## src/rtl/bit_serializer_pkg.sv

```systemverilog
// Shared definitions for the serializer front end of the sequence-detector chain.
package bit_serializer_pkg;

    typedef enum logic {
        SER_IDLE  = 1'b0,
        SER_SHIFT = 1'b1
    } ser_state_e;

    localparam logic IDLE_BIT_DEFAULT = 1'b0;
    localparam int   FIFO_DEPTH       = 2;

endpackage

```

## src/rtl/bit_serializer_word_fifo2.sv

```systemverilog
// Two-entry word buffer that decouples the producer handshake from the shifter.
module word_fifo2 #(
    parameter int WIDTH = 8
) (
    input  logic             clk,
    input  logic             reset,
    input  logic             push_i,
    input  logic             pop_i,
    input  logic [WIDTH-1:0] data_i,
    output logic [WIDTH-1:0] head_o,
    output logic [1:0]       count_o
);

    logic [WIDTH-1:0] mem_q [2];
    logic             rdPtr_q;
    logic             wrPtr_q;
    logic [1:0]       count_q;
    logic             pushOk;
    logic             popOk;

    // A push into a full buffer is only legal when the head leaves at the same edge.
    assign pushOk  = push_i && ((count_q != 2'd2) || pop_i);
    assign popOk   = pop_i && (count_q != 2'd0);
    assign head_o  = mem_q[rdPtr_q];
    assign count_o = count_q;

    always_ff @(posedge clk) begin
        if (!reset) begin
            rdPtr_q <= 1'b0;
            wrPtr_q <= 1'b0;
            count_q <= 2'd0;
        end else begin
            if (pushOk) wrPtr_q <= ~wrPtr_q;
            if (popOk)  rdPtr_q <= ~rdPtr_q;
            count_q <= count_q + {1'b0, pushOk} - {1'b0, popOk};
        end
    end

    always_ff @(posedge clk) begin
        if (pushOk) mem_q[wrPtr_q] <= data_i;
    end

endmodule

```

## src/rtl/bit_serializer.sv

```systemverilog
// Parallel-to-serial front end: buffers up to two words and shifts them out one bit per clock.
module bit_serializer
    import bit_serializer_pkg::*;
#(
    parameter int   WIDTH     = 8,
    parameter bit   MSB_FIRST = 1'b1,
    parameter logic IDLE_BIT  = IDLE_BIT_DEFAULT
) (
    input  logic             clk,
    input  logic             reset,
    input  logic [WIDTH-1:0] in_data,
    input  logic             in_valid,
    output logic             in_ready,
    output logic             ser_out,
    output logic             ser_valid,
    output logic             frame_start,
    output logic             busy
);

    localparam int BW = $clog2(WIDTH);
    localparam logic [BW-1:0] LAST_BIT = BW'(WIDTH - 1);

    ser_state_e       state_q, state_d;
    logic [BW-1:0]    bcnt_q, bcnt_d;
    logic [WIDTH-1:0] shiftReg_q, shiftReg_d;
    logic             serOut_q, serOut_d;
    logic             serValid_q, serValid_d;
    logic             frameStart_q, frameStart_d;
    logic             inReady_q;
    logic             push;
    logic             pop;
    logic             loadWord;
    logic [WIDTH-1:0] head;
    logic [1:0]       count;
    logic [1:0]       countNext;

    function automatic logic firstBit(input logic [WIDTH-1:0] w);
        return MSB_FIRST ? w[WIDTH-1] : w[0];
    endfunction

    function automatic logic [WIDTH-1:0] shiftOnce(input logic [WIDTH-1:0] w);
        return MSB_FIRST ? {w[WIDTH-2:0], 1'b0} : {1'b0, w[WIDTH-1:1]};
    endfunction

    assign push = in_valid && inReady_q;

    word_fifo2 #(.WIDTH(WIDTH)) u_fifo (
        .clk     (clk),
        .reset   (reset),
        .push_i  (push),
        .pop_i   (pop),
        .data_i  (in_data),
        .head_o  (head),
        .count_o (count)
    );

    // in_ready looks at the occupancy after this edge so a full buffer never over-accepts.
    assign countNext = count + {1'b0, push} - {1'b0, pop};

    always_comb begin
        state_d      = state_q;
        bcnt_d       = bcnt_q;
        shiftReg_d   = shiftReg_q;
        serOut_d     = IDLE_BIT;
        serValid_d   = 1'b0;
        frameStart_d = 1'b0;
        pop          = 1'b0;
        loadWord     = 1'b0;

        case (state_q)
            SER_IDLE: begin
                if (count != 2'd0) loadWord = 1'b1;
            end
            SER_SHIFT: begin
                if (bcnt_q == LAST_BIT) begin
                    if (count != 2'd0) loadWord = 1'b1;
                    else               state_d  = SER_IDLE;
                end else begin
                    serOut_d   = firstBit(shiftReg_q);
                    shiftReg_d = shiftOnce(shiftReg_q);
                    bcnt_d     = bcnt_q + 1'b1;
                    serValid_d = 1'b1;
                end
            end
            default: state_d = SER_IDLE;
        endcase

        // Loading shows the head's first bit immediately, keeping back-to-back words gapless.
        if (loadWord) begin
            pop          = 1'b1;
            state_d      = SER_SHIFT;
            bcnt_d       = '0;
            serOut_d     = firstBit(head);
            shiftReg_d   = shiftOnce(head);
            serValid_d   = 1'b1;
            frameStart_d = 1'b1;
        end
    end

    always_ff @(posedge clk) begin
        if (!reset) begin
            state_q      <= SER_IDLE;
            bcnt_q       <= '0;
            shiftReg_q   <= '0;
            serOut_q     <= IDLE_BIT;
            serValid_q   <= 1'b0;
            frameStart_q <= 1'b0;
            inReady_q    <= 1'b0;
        end else begin
            state_q      <= state_d;
            bcnt_q       <= bcnt_d;
            shiftReg_q   <= shiftReg_d;
            serOut_q     <= serOut_d;
            serValid_q   <= serValid_d;
            frameStart_q <= frameStart_d;
            inReady_q    <= (countNext < 2'd2);
        end
    end

    assign in_ready    = inReady_q;
    assign ser_out     = serOut_q;
    assign ser_valid   = serValid_q;
    assign frame_start = frameStart_q;
    assign busy        = (state_q == SER_SHIFT) || (count != 2'd0);

endmodule

```

## config.mk

```make
export PLATFORM = sky130hd
export DESIGN_NAME = bit_serializer
export DESIGN_NICKNAME = d
export VERILOG_FILES = /design/src/rtl/bit_serializer_pkg.sv /design/src/rtl/bit_serializer_word_fifo2.sv /design/src/rtl/bit_serializer.sv
export SDC_FILE = /design/constraint.sdc
export NUM_CORES = 1
export LEC_CHECK = 0
export ABC_CLOCK_PERIOD_IN_PS = 2300
export CELL_PAD_IN_SITES_DETAIL_PLACEMENT = 0
export CELL_PAD_IN_SITES_GLOBAL_PLACEMENT = 1
export CORE_MARGIN = 10
export CORE_UTILIZATION = 43
export CTS_BUF_LIST = sky130_fd_sc_hd__clkbuf_4 sky130_fd_sc_hd__clkbuf_8 sky130_fd_sc_hd__clkbuf_16
export CTS_CLUSTER_DIAMETER = 200
export CTS_CLUSTER_SIZE = 40
export DETAILED_ROUTE_END_ITERATION = 16
export PLACE_DENSITY_LB_ADDON = 0.1
export SKIP_LAST_GASP = 1
export SYNTH_ARGS = -nofsm -noshare
export SYNTH_HDL_FRONTEND = slang
export SYNTH_SLANG_ARGS = --single-unit
```

## constraint.sdc

```tcl
create_clock -name clk -period 2.3 [get_ports clk]
set_input_delay 0.23 -clock clk [delete_from_list [all_inputs] [get_ports clk]]
set_output_delay 0.23 -clock clk [all_outputs]
set_load 0.005 [all_outputs]
```

## Word-level counts from Yosys, hierarchy flattened

Memory sizes are Yosys's and may differ from the RTL's. A register that Yosys moved wholly into a read port is not among the register bits.
Index checks and enable logic that the tools add are counted.

| cells by class | value |
|---|---|
| add/sub/neg operators | 5 |
| $lt $le $gt $ge | 1 |
| equality and inequality tests | 3 |
| multiplexer cells | 20 |
| bitwise gates (word level) | 5 |
| reduce and logical (&&, ||, !) cells | 10 |

Operators by type and width:

| kind | count |
|---|---|
| $mux 8 | 3 |
| $mux 1 | 16 |
| $not 1->1 | 5 |
| $add 2x1->2 | 2 |
| $ne 2x2->1 const B | 2 |
| $reduce_and 2->1 | 2 |
| $reduce_bool 2->1 | 2 |
| $sub 2x1->2 | 2 |
| $add 3x1->3 const B | 1 |
| $eq 3x3->1 const B | 1 |
| $logic_and 1x1->1 | 3 |
| $logic_or 1x1->1 | 2 |
| $lt 2x2->1 const B | 1 |
| $pmux 1 s2 | 1 |
| $reduce_or 2->1 | 1 |

| word-level totals | value |
|---|---|
| register bits | 19 |
| RAM bits | 16 |
| input port bits | 11 |
| memories kept | 1 |

Memory list:

| name | words | width | rd ports | clocked after memory_dff | wr ports | line | text |
|---|---|---|---|---|---|---|---|
| u_fifo.mem_q | 2 | 8 | 1 | 1 | 1 | bit_serializer_word_fifo2.sv:14 | `logic [WIDTH-1:0] mem_q [2];` |

## Depth between registers and ports, before layout

| logic depth | value |
|---|---|
| word-level depth | 9 |
| gate-level depth with buffers | 9 |
| mapped depth without buffers | 8 |

## Hierarchy

Synthesis repeated with hierarchy kept, for this count alone.

| unflattened totals | value |
|---|---|
| cells, all modules | 120 |
| area total of the unflattened synthesis | 1,505.2 um^2 |

By module, submodules not included:

| module | times used | cells each | area an instance (um^2) | seq. area each (um^2) |
|---|---|---|---|---|
| word_fifo2 | 1 | 49 | 818.3 | 580.6 |
| bit_serializer | 1 | 71 | 686.9 | 300.3 |

## Worst setup path before layout

OpenSTA, ideal clock, no wires.

| timing | value |
|---|---|
| kind | register to register |
| start | register bcnt_q[0] |
| end | memory u_fifo.mem_q[1][0], enable pin |
| library setup time | 0.385 ns |
| arrival time | 1.599 ns |
| required time | 1.915 ns |
| slack | 0.316 ns |
| cell stages (with the launch flop) | 5 |
| path buffers | 0 |
| period minus slack after synthesis | 1.984 ns |
| path through | dfxtp_1 -> ha_1 -> ha_1 -> and4bb_2 -> nor3b_1 |

| between the ends | value |
|---|---|
| cells in the longest elaborated chain, start to end | 8 |

RTL lines:

| what | line | text |
|---|---|---|
| from (decl) | bit_serializer.sv:24 | `logic [BW-1:0] bcnt_q, bcnt_d;` |
| from (signal assigned) | bit_serializer.sv:111 | `bcnt_q <= bcnt_d;` |
| $eq 3x3->1 | bit_serializer.sv:75 | `if (bcnt_q == LAST_BIT) begin` |
| $mux 1 | bit_serializer.sv:75 |  |
| $pmux 1 s2 | bit_serializer.sv:70 | `case (state_q)` |
| $mux 1 | bit_serializer.sv:89 | `if (loadWord) begin` |
| $logic_or 1x1->1 | bit_serializer_word_fifo2.sv:22 | `assign pushOk = push_i && ((count_q != 2'd2) \|\| pop_i);` |
| $logic_and 1x1->1 | bit_serializer_word_fifo2.sv:22 |  |
| $mux 1 | bit_serializer_word_fifo2.sv:40 | `if (pushOk) mem_q[wrPtr_q] <= data_i;` |
| $mux 1 (implied by the code) | bit_serializer_word_fifo2.sv:40 |  |
| to (decl) | bit_serializer_word_fifo2.sv:14 |  |

Every way passes these cells.

## Worst setup path after layout

| timing | value |
|---|---|
| start | register bcnt_q[0] |
| end | memory u_fifo.mem_q[0][6], enable pin |

Same word-level chain as after synthesis.

==> flow_summary.yaml <==
die:
  number_of_primary_i_o_pins: 16
  floorplan.die_area_mm2: 0.00606
  initial_core_util: 0.460
  die_h_um: 77.8
  rows: 20
  core_region_area_mm2: 0.00313
  die_w_um: 77.8
logic_synthesis:
  avgSynthCellArea_um2: 11.5
  yosysTopAreaCellShare: 0.334
  netlist_area_mm2: 0.00144
  netlist_top_cells_area: "edfxtp_1 33%, dfxtp_1 28%, a211oi_1 3.7%"
  post-synth-top-area-cell: "edfxtp_1"
  synth_enable_flop_cells: 16
  seq_area_frac_synth: 0.612
  dominantRegCellSynth: "dfxtp_1"
  syn_inst: 125
  netlist_top_cells_count: "20 x dfxtp_1, 16 x edfxtp_1, 10 x nand3_1, 10 x nor2_1, 9 x a21oi_1"
  ys_ff_latch: 36
  synth_warn: 0
  yosys.cell_types.count: 29
  yosysMostFrequentCell: "dfxtp_1"
  synth_nets: 140
  synth-async-reset-ratio: 0
global_routing:
  pin_count_of_the_biggest_net_entering_global_routing: 15
  antenna_found_initial: 0
  wire_length_of_the_first_global_routing_pass_um: 4620
  groute.usage.overall: 0.0990
  grt_pass1_vias: 961
  globalRoute.totalOverflow: 0
critical_path:
  setup.worst_path.start_class: "flip-flop"
  slack_of_the_worst_reg_to_reg_path_ps: 370
  cp.arrival_ps: 1900
  r2r_end: "u_fifo.mem_q[0][6]"
  crit_path_end_kind: "flip-flop"
  critical_path.reg2reg.startpoint: "bcnt_q[0]"
  critPathMaxFanout: 9
  timing.critical_path.required_ps: 2270
  r2r.worst_path.cells: 4
  criticalPathCategory: "reg -> reg"
timing:
  min_period_over_period: 0.840
  tmin_final_ps: 1930
  slew-limit-headroom: 0.497
  totalNegativeSetupSlack_ps: 0
  max_clock_freq_ghz: 0.518
  final_setup_violating_endpoints: 0
  rsz_0062_raised_after_global_routing: "no"
  finalHoldViolations: 0
  worst_clock_skew_ps: 2.93
  max_slew.worst_pin.slew_ps: 750
  final-max-slew-violation-count: 0
final_layout:
  num-fill-cells: 292
  layout-area-overhead-vs-synth_pct: 18.3
  drive_above_1_share: 0.103
  finalNonFillerCells: 190
  finish.net_count: 160
  antenna-diode-count: 0
placement:
  portBuffers: 15
  dpl.hpwl_um: 1890
  dpl.cell_count: 182
  gpl.final_weighted_congestion: 0.765
routing:
  drt-pass1-iter-count: 4
  postRouteAntennaNets: 0
  drt_first_iter_violations: 49
  finalWirelength_um: 2670
  detail_route.wl_per_cell_um: 14.0
  via_per_inst: 4.98
  routed-via-count: 947
  detail_route.drc_violations: 0
power_and_ir_drop:
  power_per_cell_area_mw_per_mm2: 1150
  leakage_dissipation_nw: 0.599
  irDropWorstVdd_mv: 0.523
job:
  drv.max_cap_violation_count: 0
clock_tree:
  root_buffer: "clkbuf_4"
  cts_resized: 0
  post-cts-setup-buffer-count: 0
  clock_insertion_delay_worst_skew_ps: 330
  clockBufferDepth: 2
  ctsHtreeMaxLevel: 2
  cts_sinks: 36
  clk_pin_slew_ps: 100
  post_cts_hold_buffer_count: 0
  cts-buffers-inserted: 5
  tritoncts_clock_tree: "built"
worst_hold_path:
  hold_end: "u_fifo.mem_q[1][7]"
  min_delay_path_class: "in -> reg"
  min_delay_path_depth: 1
  min-delay-start: "in_data[7]"
outcome:
  status: "completed"
[metal layers]
metal	wire (um)	global-route usage	vias to the layer above	part of all wire
met2	1180	0.142	18	0.44
met3	124	0.0472	2	0.046
met4	29	0.0438	0	0.011
li1	-	-	498	-
met1	1330	0.123	429	0.50
met5	0	0	-	0
[area by class of cell]
cell class | count | area (um2) | share of cell area
sequential | 36 | 881 | 0.517
multi-input combinational | 82 | 520 | 0.306
timing repair buffer | 18 | 173 | 0.101
clock buffer | 8 | 66.3 | 0.0389
inverter | 2 | 7.51 | 0.00441
tap | 44 | 55.1 | 0.0323
[metrics by stage]
stage / hold slack (ps) / cell area (um2) / setup WS [ps] / power, mW / utilization
detailed placement: 461 / 1640 / 338 / 1.62 / 0.523
global placement: 457 / 1640 / 405 / 1.61 / 0.523
global route: 436 / 1700 / 210 / 2.14 / 0.544
CTS: 456 / 1700 / 315 / 2.00 / 0.544
floorplan: 329 / 1440 / 316 / 1.39 / -
finish: 469 / 1700 / 368 / 1.97 / 0.544
[flip-flops by register name (all words and copies together), names as in the netlist, named ones only]
name            count
u_fifo.mem_q       16
shiftReg_q          7
bcnt_q              3
u_fifo.count_o      2
frame_start         1
in_ready            1
ser_out             1
ser_valid           1
state_q             1
u_fifo.rdPtr_q      1
u_fifo.wrPtr_q      1
[where the power goes]
group | internal, mW | switching, mW | total (mW)
Sequential | 0.823 | 0.105 | 0.929
Clock | 0.175 | 0.201 | 0.376
Combinational | 0.318 | 0.344 | 0.662
[worst max-delay path, cell delays in order (launching register included)]
cell and delay [ps]:
dfxtp_1 360, ha_1 150, ha_1 170, and4bb_2 300
nor3_2 580
[cells in the final DEF, fill, tap and decap left out]
master / count
a21oi_1: 9
clkbuf_8: 1
nor3b_1: 2
xnor2_1: 2
a211oi_1: 7
dfxtp_1: 20
clkbuf_4: 7
nor2_1: 10
or3_1: 3
nor2b_1: 7
nor3_1: 1
ha_1: 4
nand2_1: 5
nand2b_1: 2
clkinv_1: 1
o31ai_1: 6
and4bb_2: 1
o21ai_0: 4
nand3_1: 10
mux2i_1: 1
clkdlybuf4s50_1: 15
nand3b_1: 1
or2_1: 1
nor3_2: 1
o21a_1: 2
edfxtp_1: 16
o211a_1: 1
inv_1: 1
mux2_2: 1
nor2_2: 1
buf_4: 3
[how the worst max path moves through the flow]
| stage | from | end | slack [ps] | depth (start not counted) |
|---|---|---|---|---|
| after global placement | bcnt_q[0] | u_fifo.mem_q[0][2] | 400 | 4 |
| after CTS | bcnt_q[0] | u_fifo.mem_q[0][2] | 320 | 4 |
| after global routing | bcnt_q[0] | u_fifo.mem_q[0][4] | 210 | 4 |
| after detailed placement | bcnt_q[0] | u_fifo.mem_q[0][2] | 340 | 4 |
| final | bcnt_q[0] | u_fifo.mem_q[0][6] | 370 | 4 |
| after floorplan | bcnt_q[0] | u_fifo.mem_q[1][0] | 320 | 4 |
[logic make-up after synthesis]
logic type	synth area share
flops	0.612
compound gates	0.130
xor+xnor	0.0122
mux	0.0148
fa+ha+maj	0.0348
simple gates	0.170
buf+inv	0.0261
Note: power is estimated with default switching activity, not from simulation.
